**src/rtl/vga_sync_monitor.sv**
```systemverilog
// rtl/vga_sync_monitor.sv - recovers pixel position from VGA syncs and checks their timing
// Ports:
//   clk          system clock, all state changes on its rising edge
//   reset        synchronous active-low reset
//   pix_en       sample strobe; syncs are only looked at when it is 1
//   h_sync       horizontal sync, active low
//   v_sync       vertical sync, active low
//   x, y         recovered column/line, forced to 0 while not locked
//   display_area recovered position is visible and the block is locked
//   frame_start  one-sample pulse at recovered (0,0) while locked
//   locked       timing has matched the parameters for two full frames
//   err_cnt      saturating count of timing violations
//   h_period     last measured line length in samples
module vga_sync_monitor #(
  parameter int H_ACTIVE = 640,
  parameter int H_FP     = 16,
  parameter int H_SYNC   = 96,
  parameter int H_BP     = 48,
  parameter int V_ACTIVE = 480,
  parameter int V_FP     = 10,
  parameter int V_SYNC   = 2,
  parameter int V_BP     = 33
) (
  input  logic        clk,
  input  logic        reset,
  input  logic        pix_en,
  input  logic        h_sync,
  input  logic        v_sync,
  output logic [9:0]  x,
  output logic [9:0]  y,
  output logic        display_area,
  output logic        frame_start,
  output logic        locked,
  output logic [7:0]  err_cnt,
  output logic [11:0] h_period
);

  localparam int H_TOTAL = H_ACTIVE + H_FP + H_SYNC + H_BP;
  localparam int V_TOTAL = V_ACTIVE + V_FP + V_SYNC + V_BP;

  localparam logic [9:0]  H_LOAD   = 10'(H_ACTIVE + H_FP);
  localparam logic [9:0]  H_LAST   = 10'(H_TOTAL - 1);
  localparam logic [9:0]  H_VIS    = 10'(H_ACTIVE);
  localparam logic [9:0]  V_LOAD   = 10'(V_ACTIVE + V_FP);
  localparam logic [9:0]  V_LAST   = 10'(V_TOTAL - 1);
  localparam logic [9:0]  V_VIS    = 10'(V_ACTIVE);
  localparam logic [11:0] H_TOT_W  = 12'(H_TOTAL);
  localparam logic [11:0] H_SYNC_W = 12'(H_SYNC);
  localparam logic [11:0] V_TOT_W  = 12'(V_TOTAL);
  localparam logic [11:0] CNT_MAX  = 12'hFFF;

  typedef enum logic [1:0] {
    SEARCH  = 2'd0,
    ACQUIRE = 2'd1,
    LOCKED  = 2'd2
  } state_e;

  state_e      state_q, state_d;
  logic        acq_q, acq_d;
  logic        hs_q, hs_d;
  logic        vs_q, vs_d;
  logic [9:0]  h_cnt_q, h_cnt_d;
  logic [9:0]  v_cnt_q, v_cnt_d;
  logic [11:0] per_cnt_q, per_cnt_d;
  logic        per_valid_q, per_valid_d;
  logic [11:0] h_period_q, h_period_d;
  logic [11:0] width_q, width_d;
  logic [11:0] line_q, line_d;
  logic        line_valid_q, line_valid_d;
  logic        armed_q, armed_d;
  logic [7:0]  err_q, err_d;
  logic [9:0]  x_q, x_d;
  logic [9:0]  y_q, y_d;
  logic        disp_q, disp_d;
  logic        fs_q, fs_d;

  logic h_fall, h_rise, v_fall, h_wrap;
  logic per_bad, width_bad, line_bad, viol;
  logic lock_d;

  // Edge detection, position counters and timing measurements
  always_comb begin
    h_fall = pix_en & hs_q & ~h_sync;
    h_rise = pix_en & ~hs_q & h_sync;
    v_fall = pix_en & vs_q & ~v_sync;
    h_wrap = 1'b0;

    hs_d         = hs_q;
    vs_d         = vs_q;
    h_cnt_d      = h_cnt_q;
    v_cnt_d      = v_cnt_q;
    per_cnt_d    = per_cnt_q;
    per_valid_d  = per_valid_q;
    h_period_d   = h_period_q;
    width_d      = width_q;
    line_d       = line_q;
    line_valid_d = line_valid_q;
    armed_d      = armed_q;

    if (pix_en) begin
      hs_d = h_sync;
      vs_d = v_sync;

      // A sync reload takes priority over the wrap, so v only advances on a true wrap
      h_wrap = !h_fall && (h_cnt_q == H_LAST);
      if (h_fall)      h_cnt_d = H_LOAD;
      else if (h_wrap) h_cnt_d = '0;
      else             h_cnt_d = h_cnt_q + 10'd1;

      if (v_fall)      v_cnt_d = V_LOAD;
      else if (h_wrap) v_cnt_d = (v_cnt_q == V_LAST) ? '0 : v_cnt_q + 10'd1;

      // The first falling edge only starts the measurement; later ones report it
      if (h_fall) begin
        per_cnt_d   = 12'd1;
        per_valid_d = 1'b1;
        if (per_valid_q) h_period_d = per_cnt_q;
      end else if (per_cnt_q != CNT_MAX) begin
        per_cnt_d = per_cnt_q + 12'd1;
      end

      if (h_sync)                  width_d = '0;
      else if (width_q != CNT_MAX) width_d = width_q + 12'd1;

      if (v_fall) begin
        line_d       = {11'd0, h_fall};
        line_valid_d = 1'b1;
        armed_d      = 1'b1;
      end else if (h_fall && (line_q != CNT_MAX)) begin
        line_d = line_q + 12'd1;
      end
    end

    // Saturated counters are always wrong even if a parameter equals the max value
    per_bad   = h_fall && per_valid_q && ((per_cnt_q != H_TOT_W) || (per_cnt_q == CNT_MAX));
    width_bad = h_rise && ((width_q != H_SYNC_W) || (width_q == CNT_MAX));
    line_bad  = v_fall && line_valid_q && (line_q != V_TOT_W);
    viol      = per_bad | width_bad | line_bad;

    err_d = err_q;
    if (viol && armed_q && (err_q != 8'hFF)) err_d = err_q + 8'd1;
  end

  // Lock FSM: a violation always wins over a coincident v_sync edge
  always_comb begin
    state_d = state_q;
    acq_d   = acq_q;
    if (viol) begin
      state_d = SEARCH;
      acq_d   = 1'b0;
    end else if (v_fall) begin
      case (state_q)
        SEARCH: begin
          state_d = ACQUIRE;
          acq_d   = 1'b0;
        end
        ACQUIRE: begin
          if (acq_q) state_d = LOCKED;
          else       acq_d   = 1'b1;
        end
        default: state_d = state_q;
      endcase
    end
  end

  // Registered position outputs, aligned with the state they are qualified by
  always_comb begin
    lock_d = (state_d == LOCKED);
    x_d    = x_q;
    y_d    = y_q;
    disp_d = disp_q;
    fs_d   = 1'b0;
    if (pix_en) begin
      x_d    = lock_d ? h_cnt_d : '0;
      y_d    = lock_d ? v_cnt_d : '0;
      disp_d = lock_d && (h_cnt_d < H_VIS) && (v_cnt_d < V_VIS);
      fs_d   = lock_d && (h_cnt_d == '0) && (v_cnt_d == '0);
    end
  end

  always_ff @(posedge clk) begin
    if (!reset) begin
      state_q <= SEARCH;
      acq_q   <= 1'b0;
    end else begin
      state_q <= state_d;
      acq_q   <= acq_d;
    end
  end

  always_ff @(posedge clk) begin
    if (!reset) begin
      hs_q         <= 1'b1;
      vs_q         <= 1'b1;
      h_cnt_q      <= '0;
      v_cnt_q      <= '0;
      per_cnt_q    <= '0;
      per_valid_q  <= 1'b0;
      h_period_q   <= '0;
      width_q      <= '0;
      line_q       <= '0;
      line_valid_q <= 1'b0;
      armed_q      <= 1'b0;
      err_q        <= '0;
      x_q          <= '0;
      y_q          <= '0;
      disp_q       <= 1'b0;
      fs_q         <= 1'b0;
    end else begin
      hs_q         <= hs_d;
      vs_q         <= vs_d;
      h_cnt_q      <= h_cnt_d;
      v_cnt_q      <= v_cnt_d;
      per_cnt_q    <= per_cnt_d;
      per_valid_q  <= per_valid_d;
      h_period_q   <= h_period_d;
      width_q      <= width_d;
      line_q       <= line_d;
      line_valid_q <= line_valid_d;
      armed_q      <= armed_d;
      err_q        <= err_d;
      x_q          <= x_d;
      y_q          <= y_d;
      disp_q       <= disp_d;
      fs_q         <= fs_d;
    end
  end

  assign x            = x_q;
  assign y            = y_q;
  assign display_area = disp_q;
  assign frame_start  = fs_q;
  assign locked       = (state_q == LOCKED);
  assign err_cnt      = err_q;
  assign h_period     = h_period_q;

endmodule

```
**config.mk**
```make
export PLATFORM = sky130hd
export DESIGN_NAME = vga_sync_monitor
export DESIGN_NICKNAME = d
export VERILOG_FILES = /design/src/rtl/vga_sync_monitor.sv
export SDC_FILE = /design/constraint.sdc
export NUM_CORES = 1
export LEC_CHECK = 0
export ABC_AREA = 1
export CAP_MARGIN = 20
export CORE_MARGIN = 4
export CORE_UTILIZATION = 45
export CTS_CLUSTER_SIZE = 40
export DETAILED_ROUTE_END_ITERATION = 8
export PLACE_DENSITY = 0.7
export SLEW_MARGIN = 20
export SYNTH_ARGS = -nofsm -noshare
export SYNTH_HDL_FRONTEND = slang
export SYNTH_SLANG_ARGS = --single-unit
```
**constraint.sdc**
```tcl
create_clock -name clk -period 1.7 [get_ports clk]
set_input_delay 0.17 -clock clk [delete_from_list [all_inputs] [get_ports clk]]
set_output_delay 0.17 -clock clk [all_outputs]
set_load 0.05 [all_outputs]
```
==> Word-level counts from Yosys, hierarchy flattened <==
Cells that the tools add are included.
{ "word_totals": {"register_bits": 105, "latch_bits": 0, "ram_bits": 0, "rom_bits": 0, "out_inout_bits": 43, "elab_cells": 103, "mem_count": 0} }
{ "op_classes": {"addsub": 6, "mul": 0, "div_mod_pow": 0, "order_cmp": 2, "n_eq_ne": 14, "shifts": 0, "mux": 20, "bitwise_logic": 12, "n_reduce_logical": 32} }
{ "op_table": {"columns": ["cell", "count"], "rows": [
  ["10-bit two-way mux", 9],
  ["12-bit two-way mux", 6],
  ["12-bit by 1-bit adder with 12-bit output, second input constant", 3],
  ["12-bit inequality test, second input constant", 3],
  ["12-bit equality test, second input constant", 2],
  ["12-bit by 10-bit inequality test with 1-bit output, second input constant", 2],
  ["10-bit by 1-bit adder with 10-bit output, second input constant", 2],
  ["10-bit equality test, second input constant", 2],
  ["10-bit logical NOT", 2],
  ["2-bit AND reduction", 7],
  ["1-bit logical AND", 13],
  ["12-bit by 7-bit inequality test with 1-bit output, second input constant", 1],
  ["10-bit less-than comparator, second input constant", 1],
  ["10-bit by 9-bit less-than comparator with 1-bit output, second input constant", 1],
  ["8-bit by 1-bit adder with 8-bit output, second input constant", 1],
  ["8-bit inequality test, second input constant", 1],
  ["2-bit nonzero test", 4],
  ["1-bit AND", 6],
  ["2-bit two-way mux", 3],
  ["2-bit equality test, second input constant", 2],
  ["1-bit NOT", 4],
  ["2-bit one-hot mux with 2 select lines", 1],
  ["3-bit AND reduction", 1],
  ["2-bit by 1-bit equality test with 1-bit output, second input constant", 1],
  ["6 further kinds", 8]
]} }

==> Depth between registers and ports, before layout <==
{ "depth": {"depth_word": 10, "mapped_depth": 16, "ltp_nobuf": 16} }

==> Least setup slack after synthesis <==
Ideal clock, no wire load.
{ "synth_timing": {"path_kind": "reg2reg", "start": "reg err_q[0] (netlist: err_cnt[0])", "end": "reg err_q[4] (netlist: err_cnt[4])", "setup_time_ns": 0.058, "t_arrival_ns": 1.801, "required_ns": 1.642, "setup_slack_ns": -0.159, "path_stages_with_launch": 10, "period_less_slack_ns": 1.859, "cell_sequence": "dfxtp_1 -> ha_1 -> nand3_1 -> nor2_1 -> a31oi_1 -> nand2_2 -> inv_2 -> nand3_1 -> o21ai_0 -> o21ba_2"} }
{ "synth_via": {"elab_chain_cells": 2, "word_cells_on_any_way": 3, "classes_between": "1 x add/sub; 1 x eq/ne; 1 x reduce/logical"} }
{ "synth_rtl": {"columns": ["item", "line_no", "rtl"], "rows": [
  ["start: declaration", "71", "logic [7:0] err_q, err_d;"],
  ["start signal: assignment", "221", "err_q <= err_d;"],
  ["branches (longest 2 deep; another with 8-bit by 1-bit adder with 8-bit output)", null, null]
]} }
Parallel ways; which one is timed is not known.
A chain may end at the register's enable or synchronous reset.

==> Final worst setup path <==
{ "layout_timing": {"start": "reg h_cnt_q[0]", "end": "reg disp_q (netlist: display_area)"} }
{ "layout_via": {"elab_chain_cells": 8, "word_cells_on_any_way": 13, "classes_between": "1 x add/sub; 2 x order compare; 1 x eq/ne; 6 x mux; 3 x reduce/logical"} }
{ "layout_rtl": {"columns": ["item", "line_no", "rtl"], "rows": [
  ["start: declaration", "62", "logic [9:0] h_cnt_q, h_cnt_d;"],
  ["start signal: assignment", "212", "h_cnt_q <= h_cnt_d;"],
  ["branches (longest 7 deep; another with 10-bit by 1-bit adder with 10-bit output)", null, null],
  ["1-bit logical AND *", "176", "disp_d = lock_d && (h_cnt_d < H_VIS) && (v_cnt_d < V_VIS);"],
  ["end signal: assignment", "224", "disp_q <= disp_d;"],
  ["end: declaration", "74", "logic disp_q, disp_d;"]
]} }
Every way passes the cells marked *.

==> results by group <==
Route
  • # DRC: 0
  • Wire length per cell: 13.6 µm
  • Number of vias after detailed routing: between 5000 and 6000
  • Via count normalized by instance count: ~5
  • First drt pass iteration count: 5
  • DRT antenna net count: 0
  • Initial DRC Count: 364
  • Total wirelength of the detailed-routed design: 15500 µm

CTS
  • Clock Pin Slew Worst Setup and Hold Paths: 0.07 ns
  • Clock sink count: 105
  • CTS Buf Count: 9
  • Largest buffer count on any clock path: 2
  • Clock latency reported for the late side of the worst-skew pair: 0.36 ns
  • # H-tree levels: 3
  • Clock tree from TritonCTS: yes
  • Cell at the root of the clock tree: sky130_fd_sc_hd__clkbuf_16

Power and ir drop
  • Cell leakage power: 3.75 nW
  • Peak VDD IR: 0.574 mV
  • Power Density: 699 nW/µm²

Critical path
  • R2r worst-path depth: 13
  • Worst r2r dst: display_area$_SDFFE_PN0P_
  • Crit path max fanout: 5
  • Critical path startpoint category: flop
  • Arrival time of the worst setup path: ~2.1 ns
  • Timing endpoint of the critical path: display_area$_SDFFE_PN0P_
  • Reg2Reg Setup Slack: -0.1 ns
  • Startpoint of the worst register-to-register path: h_cnt_q[0]$_SDFF_PN0_
  • Timing startpoint of the critical path: h_cnt_q[0]$_SDFF_PN0_
  • Critical path required time: 1.99 ns
  • Element type at the critical path end: flop
  • Start-to-end type of the worst setup path: flop to flop

Global routing
  • Largest net degree at the start of global routing: 41
  • GR Util met2: 34.0%
  • Global routing met3 resource utilization: 4.55%
  • First-pass GRT wire length: between 20000 and 30000 µm
  • Sum of overflow across all layers after global routing: 0
  • Number of global-route vias before repair: 5376
  • Global-route usage over all layers: 21.4%
  • Global-route met1 utilization: 28.6%
  • Routing layer with the top usage in global route: met2
  • Initial antenna violation count: 0

Timing
  • Fin crit period: 1.80 ns
  • Endpoints failing hold: 0
  • Clk_skew: 0.0118 ns
  • Unrepaired setup endpoints after global routing: true
  • Count of final max-slew check failures: 0
  • F_max: 556 MHz
  • Period Utilization, post-route: 106%
  • Worst slew slack as a fraction of its limit: 64.8%
  • Final worst hold slack: roughly 0.35 ns
  • Worst-Margin Slew: 0.527 ns
  • Least setup slack across all paths after layout: -0.0998 ns
  • Number of setup violations in the final report: 5

Floorplan
  • Area of the core: approximately 12000 µm²
  • Total number of placement rows: 40
  • # IOs: between 40 and 50
  • Chip height: 119 µm
  • Total die area: around 14000 µm²
  • Initial core utilization: 46.0%
  • Chip width: approximately 120 µm

Synthesis
  • Share of Yosys cell area claimed by the top area cell type: 38.1%
  • Flop and latch count out of synthesis: 105
  • Sequential-to-total area share from yosys stat: 38.1%
  • Leading post-synthesis cells by cell area: sky130_fd_sc_hd__dfxtp_1 38%, sky130_fd_sc_hd__nand2_1 13%, sky130_fd_sc_hd__inv_1 7.0%
  • Post-Syn Area: 5520 µm²
  • Number of distinct standard cells referenced by the synthesized netlist: 39
  • Gate count after technology mapping: between 800 and 900
  • Top cell type by total area after synthesis: sky130_fd_sc_hd__dfxtp_1
  • Number of flops mapped to enable cells by yosys: 0
  • Share of synthesized registers carrying an async set or reset: 0%
  • Top FF cell, synth: sky130_fd_sc_hd__dfxtp_1
  • Nets in the synthesized netlist: 834
  • Yosys warns: 0
  • Mean instance size in the synthesized netlist: 6.74 µm²

Cells and area
  • Layout filler cell count: 970
  • Number of nets in the final layout: between 1000 and 1500
  • Number of standard cells in the layout, taps in and fillers out: approximately 1100
  • Number of antenna repair diodes: 0
  • Synth-to-layout area growth: 45.2%
  • Share of layout cells above drive strength 1: 32.9%

Placed design
  • Number of instances in the placed design: 1111
  • Detail Placement HPWL: 10400 µm
  • Quantity of I/O buffers inserted on ports: 47
  • Routability congestion estimate from global placement: 0.908

Run status
  • Failing checks: setup timing
  • Outcome: finished with violations

Job
  • Max-cap violations: 0

Hold path
  • Classification of the worst-slack hold path: input pin to flop
==> metrics by stage <==
stage               utilization [%]  total power, W  area, µm²  setup slack, ns  setup TNS (ns)
finish                         66.7         0.00561       8020          -0.0998          -0.223
detailed placement             58.1         0.00320       6980           -0.351          -11.20
CTS                            62.6         0.00558       7520          -0.0673          -0.270
floorplan                         -         0.00293       5530          0.00483               0
global placement               58.1         0.00320       6980           -0.275          -10.04
global route                   66.7         0.00581       8020           -0.235           -3.61
==> flip-flops by register name, summed over array words and instances, names as in the netlist, 8 cells and up <==
name       cells
err_cnt        8
h_cnt_q       10
h_period      12
line_q        12
per_cnt_q     12
v_cnt_q       10
width_q       12
x             10
y             10
==> layer usage <==
layer | routed length [µm] | part of all wire (%) | up-vias
li1 | - | - | 2979
met1 | 7290 | 47 | 2652
met2 | 7300 | 47 | 137
met3 | 623 | 4.0 | 23
met4 | 327 | 2.1 | 0
met5 | 0 | 0 | -
==> where the power goes <==
| part | internal, W | switching [W] |
|---|---|---|
| Sequential | 0.00250 | 0.0000480 |
| Combinational | 0.000284 | 0.000402 |
| Clock | 0.00138 | 0.000987 |
==> Yosys cell counts (all sizes together), types with 2 or more instances <==
library cell / count
nand2: 212
nor2: 110
inv: 108
dfxtp: 105
a21oi: 78
nand3: 76
o21ai: 43
nor3: 18
nand4: 15
buf: 11
clkbuf: 11
ha: 10
xor2: 5
a211oi: 3
clkinv: 2
nand3b: 2
nor4: 2
o21a: 2
==> how the worst min path moves through the flow <==
stage                 startpoint                 endpoint  slack [ns]  cells past startpoint
2_1_floorplan             h_sync  width_q[1]$_SDFFE_PN0P_        0.37                      3
5_1_grt                   pix_en    state_q[1]$_SDFF_PN0_        0.38                      5
4_1_cts                   pix_en    state_q[1]$_SDFF_PN0_        0.33                      5
3_3_place_gp   y[0]$_SDFFE_PN0P_        y[0]$_SDFFE_PN0P_        0.45                      2
6_report                  pix_en       acq_q$_SDFFE_PP0P_        0.35                      5
3_5_place_dp   y[5]$_SDFFE_PN0P_        y[5]$_SDFFE_PN0P_        0.45                      2
==> cells in the final DEF (no fill, tap or decap), types with 3 or more instances in the layout <==
cell and instances:
sky130_fd_sc_hd__a21oi_2 14, sky130_fd_sc_hd__inv_2 10, sky130_fd_sc_hd__o21ai_2 6, sky130_fd_sc_hd__a21oi_4 3
sky130_fd_sc_hd__nand2_4 14, sky130_fd_sc_hd__nor3_1 9, sky130_fd_sc_hd__buf_4 136, sky130_fd_sc_hd__o21ai_0 28
sky130_fd_sc_hd__o21ai_1 9, sky130_fd_sc_hd__nor2_2 14, sky130_fd_sc_hd__nand3_2 9, sky130_fd_sc_hd__a211oi_1 3
sky130_fd_sc_hd__dlygate4sd2_1 5, sky130_fd_sc_hd__buf_6 7, sky130_fd_sc_hd__dfxtp_4 4, sky130_fd_sc_hd__nand2_2 28
sky130_fd_sc_hd__clkdlybuf4s50_1 20, sky130_fd_sc_hd__nand2_1 170, sky130_fd_sc_hd__nor2_4 13, sky130_fd_sc_hd__clkbuf_16 9
sky130_fd_sc_hd__dfxtp_2 18, sky130_fd_sc_hd__ha_2 3, sky130_fd_sc_hd__dfxtp_1 83, sky130_fd_sc_hd__inv_4 3
sky130_fd_sc_hd__nor2_1 81, sky130_fd_sc_hd__nand3_4 6, sky130_fd_sc_hd__inv_1 94, sky130_fd_sc_hd__nand4_1 15
sky130_fd_sc_hd__a21oi_1 61, sky130_fd_sc_hd__nor3_2 7, sky130_fd_sc_hd__dlymetal6s2s_1 13, sky130_fd_sc_hd__ha_4 5
sky130_fd_sc_hd__xor2_1 5, sky130_fd_sc_hd__nand3_1 61
==> cells by family (layout without fill, tap and decap cells) <==
family	Yosys count	after routing	share of synthesized area, %
AOI/OAI and AO/OA	130	130	12.9
xor gates and xnor gates	5	5	0.793
adders and majority gates	10	10	2.27
buffers and inverters	132	310	9.40
DFF	105	105	38.1
and+or+nand+nor	437	437	36.6
==> worst max-delay path, stage by stage, from the launching register on <==
cell	delay [ns]
sky130_fd_sc_hd__dfxtp_2	0.36
sky130_fd_sc_hd__ha_4	0.15
sky130_fd_sc_hd__nand2_4	0.08
sky130_fd_sc_hd__inv_4	0.08
sky130_fd_sc_hd__nand2_4	0.07
sky130_fd_sc_hd__nor2_4	0.10
sky130_fd_sc_hd__nand2_4	0.09
sky130_fd_sc_hd__nand2_1	0.08
sky130_fd_sc_hd__nand3_1	0.12
sky130_fd_sc_hd__a21oi_2	0.27
sky130_fd_sc_hd__inv_1	0.06
sky130_fd_sc_hd__nand2_1	0.08
sky130_fd_sc_hd__nand2_1	0.08
sky130_fd_sc_hd__a21oi_2	0.11
==> area by class of cell <==
type                       count  area, µm²  share of cell area (%)
multi-input combinational    582       3380                    42.1
clock inverter                 5       85.1                    1.06
tap                          147        184                    2.29
inverter                     110        425                    5.31
timing repair buffer         184       1550                    19.4
clock buffer                  11        253                    3.15
sequential                   105       2140                    26.7
==> what timing repair did <==
| action | 4_1_cts | 5_1_grt |
|---|---|---|
| setup endpoints to repair | 53 | 81 |
| buffers inserted | 6 | 11 |
| pin swaps | 17 | 34 |
| hold buffers | 0 | 0 |
| resized for setup | 59 | 127 |
Power figures use the tool's default switching activity.
